==> src/rtl/timer_mode_ctrl_if.sv <==
// Bus between the timer sequencing FSM and its surrounding datapath.
// The controller sits on the slave side; the datapath/driver sits on the master side.
interface timer_mode_ctrl_if #(
    parameter int unsigned CNT_W = 13
);
    logic             ModeSel;
    logic [2:0]       TimeControl;
    logic             resetter;
    logic             start_stop;
    logic             tick;
    logic [CNT_W-1:0] cnt_val;
    logic             cnt_clr;
    logic             cnt_load;
    logic [CNT_W-1:0] load_value;
    logic             cnt_en;
    logic             cnt_dir;
    logic             alarm;
    logic             ovf;
    logic [1:0]       state;

    modport slave (
        input  ModeSel, TimeControl, resetter, start_stop, tick, cnt_val,
        output cnt_clr, cnt_load, load_value, cnt_en, cnt_dir, alarm, ovf, state
    );

    modport master (
        output ModeSel, TimeControl, resetter, start_stop, tick, cnt_val,
        input  cnt_clr, cnt_load, load_value, cnt_en, cnt_dir, alarm, ovf, state
    );
endinterface

==> src/rtl/timer_mode_ctrl.sv <==
// Sequencing FSM for a two-mode seconds timer: stopwatch up-count (Mode A)
// and preset countdown with a timed alarm (Mode B).
module timer_mode_ctrl #(
    parameter int unsigned CNT_W       = 13,
    parameter int unsigned MAX_COUNT   = 5999,
    parameter int unsigned PRESET_UNIT = 30,
    parameter int unsigned ALARM_TICKS = 5
) (
    input logic              clk,
    input logic              rst,
    timer_mode_ctrl_if.slave bus
);
    localparam int unsigned ATW = $clog2(ALARM_TICKS + 1);

    typedef enum logic [1:0] {
        StIdle  = 2'd0,
        StRun   = 2'd1,
        StPause = 2'd2,
        StAlarm = 2'd3
    } state_e;

    state_e           state_q, state_d;
    logic             clr_q, clr_d;
    logic             load_q, load_d;
    logic             alarm_q, alarm_d;
    logic             ovf_q, ovf_d;
    logic [ATW-1:0]   atick_q, atick_d;
    logic             at_max, at_zero, gate, en;
    logic [31:0]      preset;

    always_comb begin
        at_max  = (bus.cnt_val == CNT_W'(MAX_COUNT));
        at_zero = (bus.cnt_val == '0);
        // Counter already at its terminal value for the current direction
        gate    = (~bus.ModeSel & at_max) | (bus.ModeSel & at_zero);
        en      = bus.tick & (state_q == StRun) & ~gate;
        preset  = (32'(bus.TimeControl) + 32'd1) * 32'(PRESET_UNIT);
    end

    always_comb begin
        state_d = state_q;
        clr_d   = 1'b0;
        load_d  = 1'b0;
        alarm_d = alarm_q;
        ovf_d   = ovf_q;
        atick_d = atick_q;

        if (bus.resetter) begin
            state_d = StIdle;
            alarm_d = 1'b0;
            ovf_d   = 1'b0;
            atick_d = '0;
            clr_d   = ~bus.ModeSel;
            load_d  = bus.ModeSel;
        end else begin
            unique case (state_q)
                StIdle: begin
                    if (bus.start_stop) state_d = StRun;
                end
                StRun: begin
                    if (bus.start_stop) begin
                        state_d = StPause;
                    end else if (!bus.ModeSel && bus.tick && at_max) begin
                        state_d = StPause;
                        ovf_d   = 1'b1;
                    end else if (bus.ModeSel && (at_zero || (bus.tick &&
                                 bus.cnt_val == CNT_W'(1)))) begin
                        state_d = StAlarm;
                        alarm_d = 1'b1;
                        atick_d = '0;
                    end
                end
                StPause: begin
                    if (bus.start_stop && !gate) state_d = StRun;
                end
                StAlarm: begin
                    if (bus.start_stop ||
                        (bus.tick && atick_q == ATW'(ALARM_TICKS - 1))) begin
                        state_d = StIdle;
                        alarm_d = 1'b0;
                        load_d  = 1'b1;
                        atick_d = '0;
                    end else if (bus.tick) begin
                        atick_d = atick_q + ATW'(1);
                    end
                end
                default: state_d = StIdle;
            endcase
        end
    end

    always_ff @(posedge clk) begin
        if (rst) begin
            state_q <= StIdle;
            clr_q   <= 1'b0;
            load_q  <= 1'b0;
            alarm_q <= 1'b0;
            ovf_q   <= 1'b0;
            atick_q <= '0;
        end else begin
            state_q <= state_d;
            clr_q   <= clr_d;
            load_q  <= load_d;
            alarm_q <= alarm_d;
            ovf_q   <= ovf_d;
            atick_q <= atick_d;
        end
    end

    assign bus.cnt_clr    = clr_q;
    assign bus.cnt_load   = load_q;
    assign bus.load_value = CNT_W'(preset);
    assign bus.cnt_en     = en;
    assign bus.cnt_dir    = ~bus.ModeSel;
    assign bus.alarm      = alarm_q;
    assign bus.ovf        = ovf_q;
    assign bus.state      = state_q;
endmodule

==> src/flat_wrapper.sv <==
// flat-port wrapper written by rule: the top's interface ports become plain ports
module timer_mode_ctrl_flat 
#(
    parameter int unsigned CNT_W       = 13,
    parameter int unsigned MAX_COUNT   = 5999,
    parameter int unsigned PRESET_UNIT = 30,
    parameter int unsigned ALARM_TICKS = 5
)
  (clk, rst, bus_ModeSel, bus_TimeControl, bus_resetter, bus_start_stop, bus_tick, bus_cnt_val, bus_cnt_clr, bus_cnt_load, bus_load_value, bus_cnt_en, bus_cnt_dir, bus_alarm, bus_ovf, bus_state);
  timer_mode_ctrl_if #(.CNT_W(CNT_W)) bus_i ();
  input logic clk;
  input logic rst;
  input wire logic [$bits(bus_i.ModeSel)-1:0] bus_ModeSel;
  input wire logic [$bits(bus_i.TimeControl)-1:0] bus_TimeControl;
  input wire logic [$bits(bus_i.resetter)-1:0] bus_resetter;
  input wire logic [$bits(bus_i.start_stop)-1:0] bus_start_stop;
  input wire logic [$bits(bus_i.tick)-1:0] bus_tick;
  input wire logic [$bits(bus_i.cnt_val)-1:0] bus_cnt_val;
  output wire logic [$bits(bus_i.cnt_clr)-1:0] bus_cnt_clr;
  output wire logic [$bits(bus_i.cnt_load)-1:0] bus_cnt_load;
  output wire logic [$bits(bus_i.load_value)-1:0] bus_load_value;
  output wire logic [$bits(bus_i.cnt_en)-1:0] bus_cnt_en;
  output wire logic [$bits(bus_i.cnt_dir)-1:0] bus_cnt_dir;
  output wire logic [$bits(bus_i.alarm)-1:0] bus_alarm;
  output wire logic [$bits(bus_i.ovf)-1:0] bus_ovf;
  output wire logic [$bits(bus_i.state)-1:0] bus_state;
  assign bus_i.ModeSel = bus_ModeSel;
  assign bus_i.TimeControl = bus_TimeControl;
  assign bus_i.resetter = bus_resetter;
  assign bus_i.start_stop = bus_start_stop;
  assign bus_i.tick = bus_tick;
  assign bus_i.cnt_val = bus_cnt_val;
  assign bus_cnt_clr = bus_i.cnt_clr;
  assign bus_cnt_load = bus_i.cnt_load;
  assign bus_load_value = bus_i.load_value;
  assign bus_cnt_en = bus_i.cnt_en;
  assign bus_cnt_dir = bus_i.cnt_dir;
  assign bus_alarm = bus_i.alarm;
  assign bus_ovf = bus_i.ovf;
  assign bus_state = bus_i.state;
  timer_mode_ctrl #(.CNT_W(CNT_W), .MAX_COUNT(MAX_COUNT), .PRESET_UNIT(PRESET_UNIT), .ALARM_TICKS(ALARM_TICKS)) u_core (.clk(clk), .rst(rst), .bus(bus_i));
endmodule
==> config.mk <==
export PLATFORM = sky130hd
export DESIGN_NAME = timer_mode_ctrl_flat
export DESIGN_NICKNAME = d
export VERILOG_FILES = /design/src/rtl/timer_mode_ctrl_if.sv /design/src/rtl/timer_mode_ctrl.sv /design/src/flat_wrapper.sv
export SDC_FILE = /design/constraint.sdc
export NUM_CORES = 1
export LEC_CHECK = 0
export ABC_AREA = 1
export CAP_MARGIN = 40
export CORE_UTILIZATION = 45
export DETAILED_ROUTE_END_ITERATION = 6
export GPL_ROUTABILITY_DRIVEN = 0
export PLACE_DENSITY_LB_ADDON = 0.15
export SLEW_MARGIN = 20
export SYNTH_ARGS = -nofsm -noshare
export SYNTH_HDL_FRONTEND = slang
export SYNTH_SLANG_ARGS = --single-unit
==> constraint.sdc <==
create_clock -name clk -period 5.2 [get_ports clk]
set_clock_uncertainty 0.1 [all_clocks]
set_input_delay 1.04 -clock clk [delete_from_list [all_inputs] [get_ports clk]]
set_output_delay 1.04 -clock clk [all_outputs]
set_load 0.05 [all_outputs]
Yosys cells after proc, flatten, opt, wreduce, memory -nomap -nowiden:

Index checks and enable logic that the tools add are counted.

* multiplexer cells: 21
* eq/ne operators: 14
* bitwise logic cells: 9
* multipliers: 1
* $add $sub $neg: 2
* reduce and logical (&&, ||, !) cells: 19

Operator list (number)
* 32-bit by 4-bit multiplier with 12-bit output (second input constant): 1
* 3-bit two-way mux: 5
* 13-bit by 1-bit equality test with 1-bit output (second input constant): 1
* 13-bit equality test (second input constant): 1
* 13-bit zero test: 1
* 2-bit two-way mux: 6
* 5-bit AND reduction: 2
* 2-bit inequality test (second input constant): 4
* 2-bit one-hot mux with 4 select lines: 1
* 1-bit two-way mux: 7
* 1-bit logical AND: 6
* 3-bit one-hot mux with 2 select lines: 1
* 3-bit by 1-bit adder with 4-bit output (second input constant): 1
* 1-bit bitwise AND: 4
* 2-bit equality test (second input constant): 2
* 2-bit by 1-bit inequality test with 1-bit output (second input constant): 2
* 4-bit inequality test (second input constant): 1
* 1-bit inverter: 4
* 4-bit AND reduction: 1
* 2-bit OR reduction: 2
* 3-bit by 1-bit adder with 3-bit output (second input constant): 1
* 3-bit equality test (second input constant): 1
* 3-bit by 2-bit inequality test with 1-bit output (second input constant): 1
* 3-bit AND reduction: 1
* 7 further kinds: 9

* bits in registers: 9

Longest topological paths before layout:

* depth after elaboration: 8
* mapped depth: 12

Least setup slack after synthesis:

OpenSTA, ideal clock, no wires.

* kind: input to output
* from: in bus_TimeControl[0]
* to: out bus_load_value[9]
* arrival time: 5138 ps
* stages on the path: 9
* slack: -1078 ps
* path buffers: 0
* required time: 4060 ps
* cells stage by stage: inv_1 > ha_1 > xor2_1 > xnor2_1 > fa_1 > fa_1 > o21ai_0 > nand2_1 > a21boi_0

* word-level cells in the longest chain between the ends: 2

Ends and longest elaborated chain
* from (decl): RTL line flat_wrapper.sv:14 `input wire logic [$bits(bus_i.TimeControl)-1:0] bus_TimeControl;`
* 3-bit by 1-bit adder with 4-bit output: RTL line timer_mode_ctrl.sv:37 `preset = (32'(bus.TimeControl) + 32'd1) * 32'(PRESET_UNIT);`
* 32-bit by 4-bit multiplier with 12-bit output: RTL line timer_mode_ctrl.sv:37
* to (decl): RTL line flat_wrapper.sv:21 `output wire logic [$bits(bus_i.load_value)-1:0] bus_load_value;`

Every way passes these cells.

Worst setup path in the final report:

* from: in bus_TimeControl[1]
* to: out bus_load_value[8]

The elaborated chain is that of the path after synthesis.

==> flow_summary.toml <==
[clock_network]
h-tree-depth = 1
cts_num_sinks = 9
clkTransAtPathRegs_ps = 60
clockBufferDepth = 2
cts_tree = "built"
clock_latency_ps = 270
root_buffer = "clkbuf_4"
hold_buffers = 0
cts_inserted_buffers = 3

[setup_path]
reg2reg_to = "u_core.atick_q[2]"
cp.arrival_ps = 3900
crit_slowest_cell = "fa_1"
required_ps = 4060
crit_buf_inv = 4
worst-path-stages = 14
startpoint_type = "primary input"
rr_worst_depth = 8
path_max_fanout = 3
reg2reg_slack_ps = 3520
critical_path_class = "in -> out"
r2r_start = "u_core.atick_q[0]"
crit_path_end_kind = "output port"
critPathTopFamily = "adder cells"
critical-path-max-stage-delay_ps = 530
cp-endpoint = "bus_load_value[8]"
crit_start = "bus_TimeControl[1]"
cp_cell_sequence = "clkdlybuf4s50_1 > buf_4 > ha_4 > xor2_4 > xnor2_2 > fa_1 > inv_1 > ha_1 > nand3_1 > nand2_1 > a21oi_1 > o21ai_1 > xor2_2 > buf_12"

[global_routing]
grt_pass1_vias = 1182
track_usage_pct = 24.0
grt_pass1_wl_mm = 4.93
grt.overflow.total = 0
grt_max_degree = 9
antenna_found_initial = 0

[run_status]
outcome = "complete, no violations"

[synthesis]
synth_area_per_cell_um2 = 6.76
synth_cell_types = 28
synth_top_area_share_pct = 15.4
ys_seq_area_share_pct = 15.4
yosysTopAreaCell = "dfxtp_1"
ys_top_cells_by_area = "dfxtp_1 (15%), ha_1 (14%), nand2_1 (11%), inv_1 (11%), fa_1 (6.9%)"
synth_flop_cell = "dfxtp_1"
synthesis.area_um2 = 1170
synthCells = 173
ys_seq_elements = 9
ys_top_cells_by_count = "nand2_1 (34), inv_1 (33), nor2_1 (21)"
ys.warnings.count = 0
synth-edff-count = 0
synthArstFlopShare_pct = 0
yosysMostFrequentCell = "nand2_1"

[power_and_ir_drop]
vdd_drop_max_v = 0.000193
p_leak_uw = 0.000826
powerDensity_nw_per_um2 = 244

[finish]
final-seq-area_um2 = 180
multi_input_area_um2 = 928
finish.utilization_pct = 74.0
antenna_cells = 0
fillers = 200
layout-drive-gt1-share_pct = 21.0
area_growth_pct = 55.4
nets = 264

[timing]
tns_ps = 0
tightest_slew_ps = 500
finalHoldViolCount = 0
whs_ps = 376
slew_headroom_pct = 66.6
min_period_over_period_pct = 96.9
fmax_mhz = 199
setup_viol = 0
drv_slew = 0
layout_min_cycle_time_ps = 5040

[floorplan]
die_w_um = 53.0
die-area_um2 = 2800
io_pins = 43
start_util_pct = 47.6
coreArea_um2 = 2450
die_h_um = 53.0
rows = 18

[run]
drv_cap = 0

[route]
firstDrtPassIters = 4
routed_wl_mm = 3.10
viasPerCell = 4.86
drt_iter0_markers = 24
drt-wirelength-per-cell_um = 12.2
vias = 1235
drc = 0
antenna_left = 0

[placement]
io_buffers = 38
dpl.hpwl_mm = 2.55

[min_path]
hold_class = "reg -> reg"
[layer usage]
layer  vias up  GRT usage (%)  wire length [um]
li1        634              -                 -
met1       565           30.3              1430
met2        31           42.2              1500
met3         5           4.60               154
met4         0           3.95                24
met5         -              0                 0
[worst min path at each step]
stage                     depth (start not counted)  slack [ps]           endpoint         startpoint
final                                             2         380   u_core.bus.alarm   u_core.bus.alarm
after detailed placement                          2         360   u_core.bus.alarm   u_core.bus.alarm
after global routing                              2         400   u_core.bus.alarm   u_core.bus.alarm
after floorplan                                   2         370  u_core.atick_q[2]  u_core.atick_q[2]
after CTS                                         2         370   u_core.bus.alarm   u_core.bus.alarm
after global placement                            2         350   u_core.bus.alarm   u_core.bus.alarm
[worst min-delay path: cells and delay by family, from the launching register on]
kind / cells / cell delay, ps
flops: 1 / 310
simple gates: 1 / 60
compound gates: 1 / 50
[where the power goes]
group	total (uW)	internal [uW]	leakage, uW	switching [uW]
clock	56.4	29.7	0.0000150	26.7
sequential	71.9	70.2	0.0000730	1.63
combinational	315	139	0.000738	175
[state kept, by name, indices dropped and copies added (netlist names)]
signal	flops
u_core.atick_q	3
u_core.bus.state	2
u_core.bus.alarm	1
u_core.bus.cnt_clr	1
u_core.bus.cnt_load	1
u_core.bus.ovf	1
[cell families (layout without fill, tap and decap cells)]
family / after synthesis / after routing / synth area share [%]
and+or+nand+nor: 84 / 84 / 36.1
xor gates and xnor gates: 8 / 8 / 6.00
other: 1 / 4 / 0.321
DFF: 9 / 9 / 15.4
adders and majority gates: 17 / 17 / 20.8
buffers and inverters: 38 / 86 / 13.5
AOI/OAI and AO/OA: 16 / 16 / 7.92
[cell usage in the layout (no fill, tap or decap), types with 5 or more instances in the layout]
master | netlist | layout
a21oi_1 | 7 | 7
buf_12 | 0 | 6
buf_4 | 4 | 11
clkdlybuf4s50_1 | 0 | 30
dfxtp_1 | 9 | 9
ha_1 | 13 | 11
inv_1 | 33 | 32
nand2_1 | 34 | 34
nand3_1 | 5 | 5
nand3_2 | 5 | 5
nand4_1 | 7 | 7
nor2_1 | 21 | 21
[through the flow]
| step | std cells | instance area (um^2) | total power, uW | setup slack, ps |
|---|---|---|---|---|
| after global routing | 254 | 1820 | 467 | -2.22 |
| final | 254 | 1820 | 443 | 163 |
| after CTS | 254 | 1800 | 436 | 105 |
| after global placement | 249 | 1750 | 368 | -66.9 |
| after floorplan | 176 | 1240 | 241 | 55.8 |
| after detailed placement | 249 | 1750 | 376 | -227 |
[repair_timing]
action | 4_1_cts | 5_1_grt
gates resized for setup | 5 | 1
pin swaps | 0 | 1
setup endpoints to repair | 3 | 1
buffers inserted | 1 | 0
[cell type report]
| type | instances | share of cell area [%] |
|---|---|---|
| Sequential cell | 9 | 9.92 |
| Inverter | 34 | 7.24 |
| Multi-Input combinational cell | 129 | 51.1 |
| Tap cell | 30 | 2.07 |
| Clock buffer | 4 | 1.45 |
| Timing Repair Buffer | 48 | 28.2 |
Note: power is estimated with default switching activity, not from simulation.
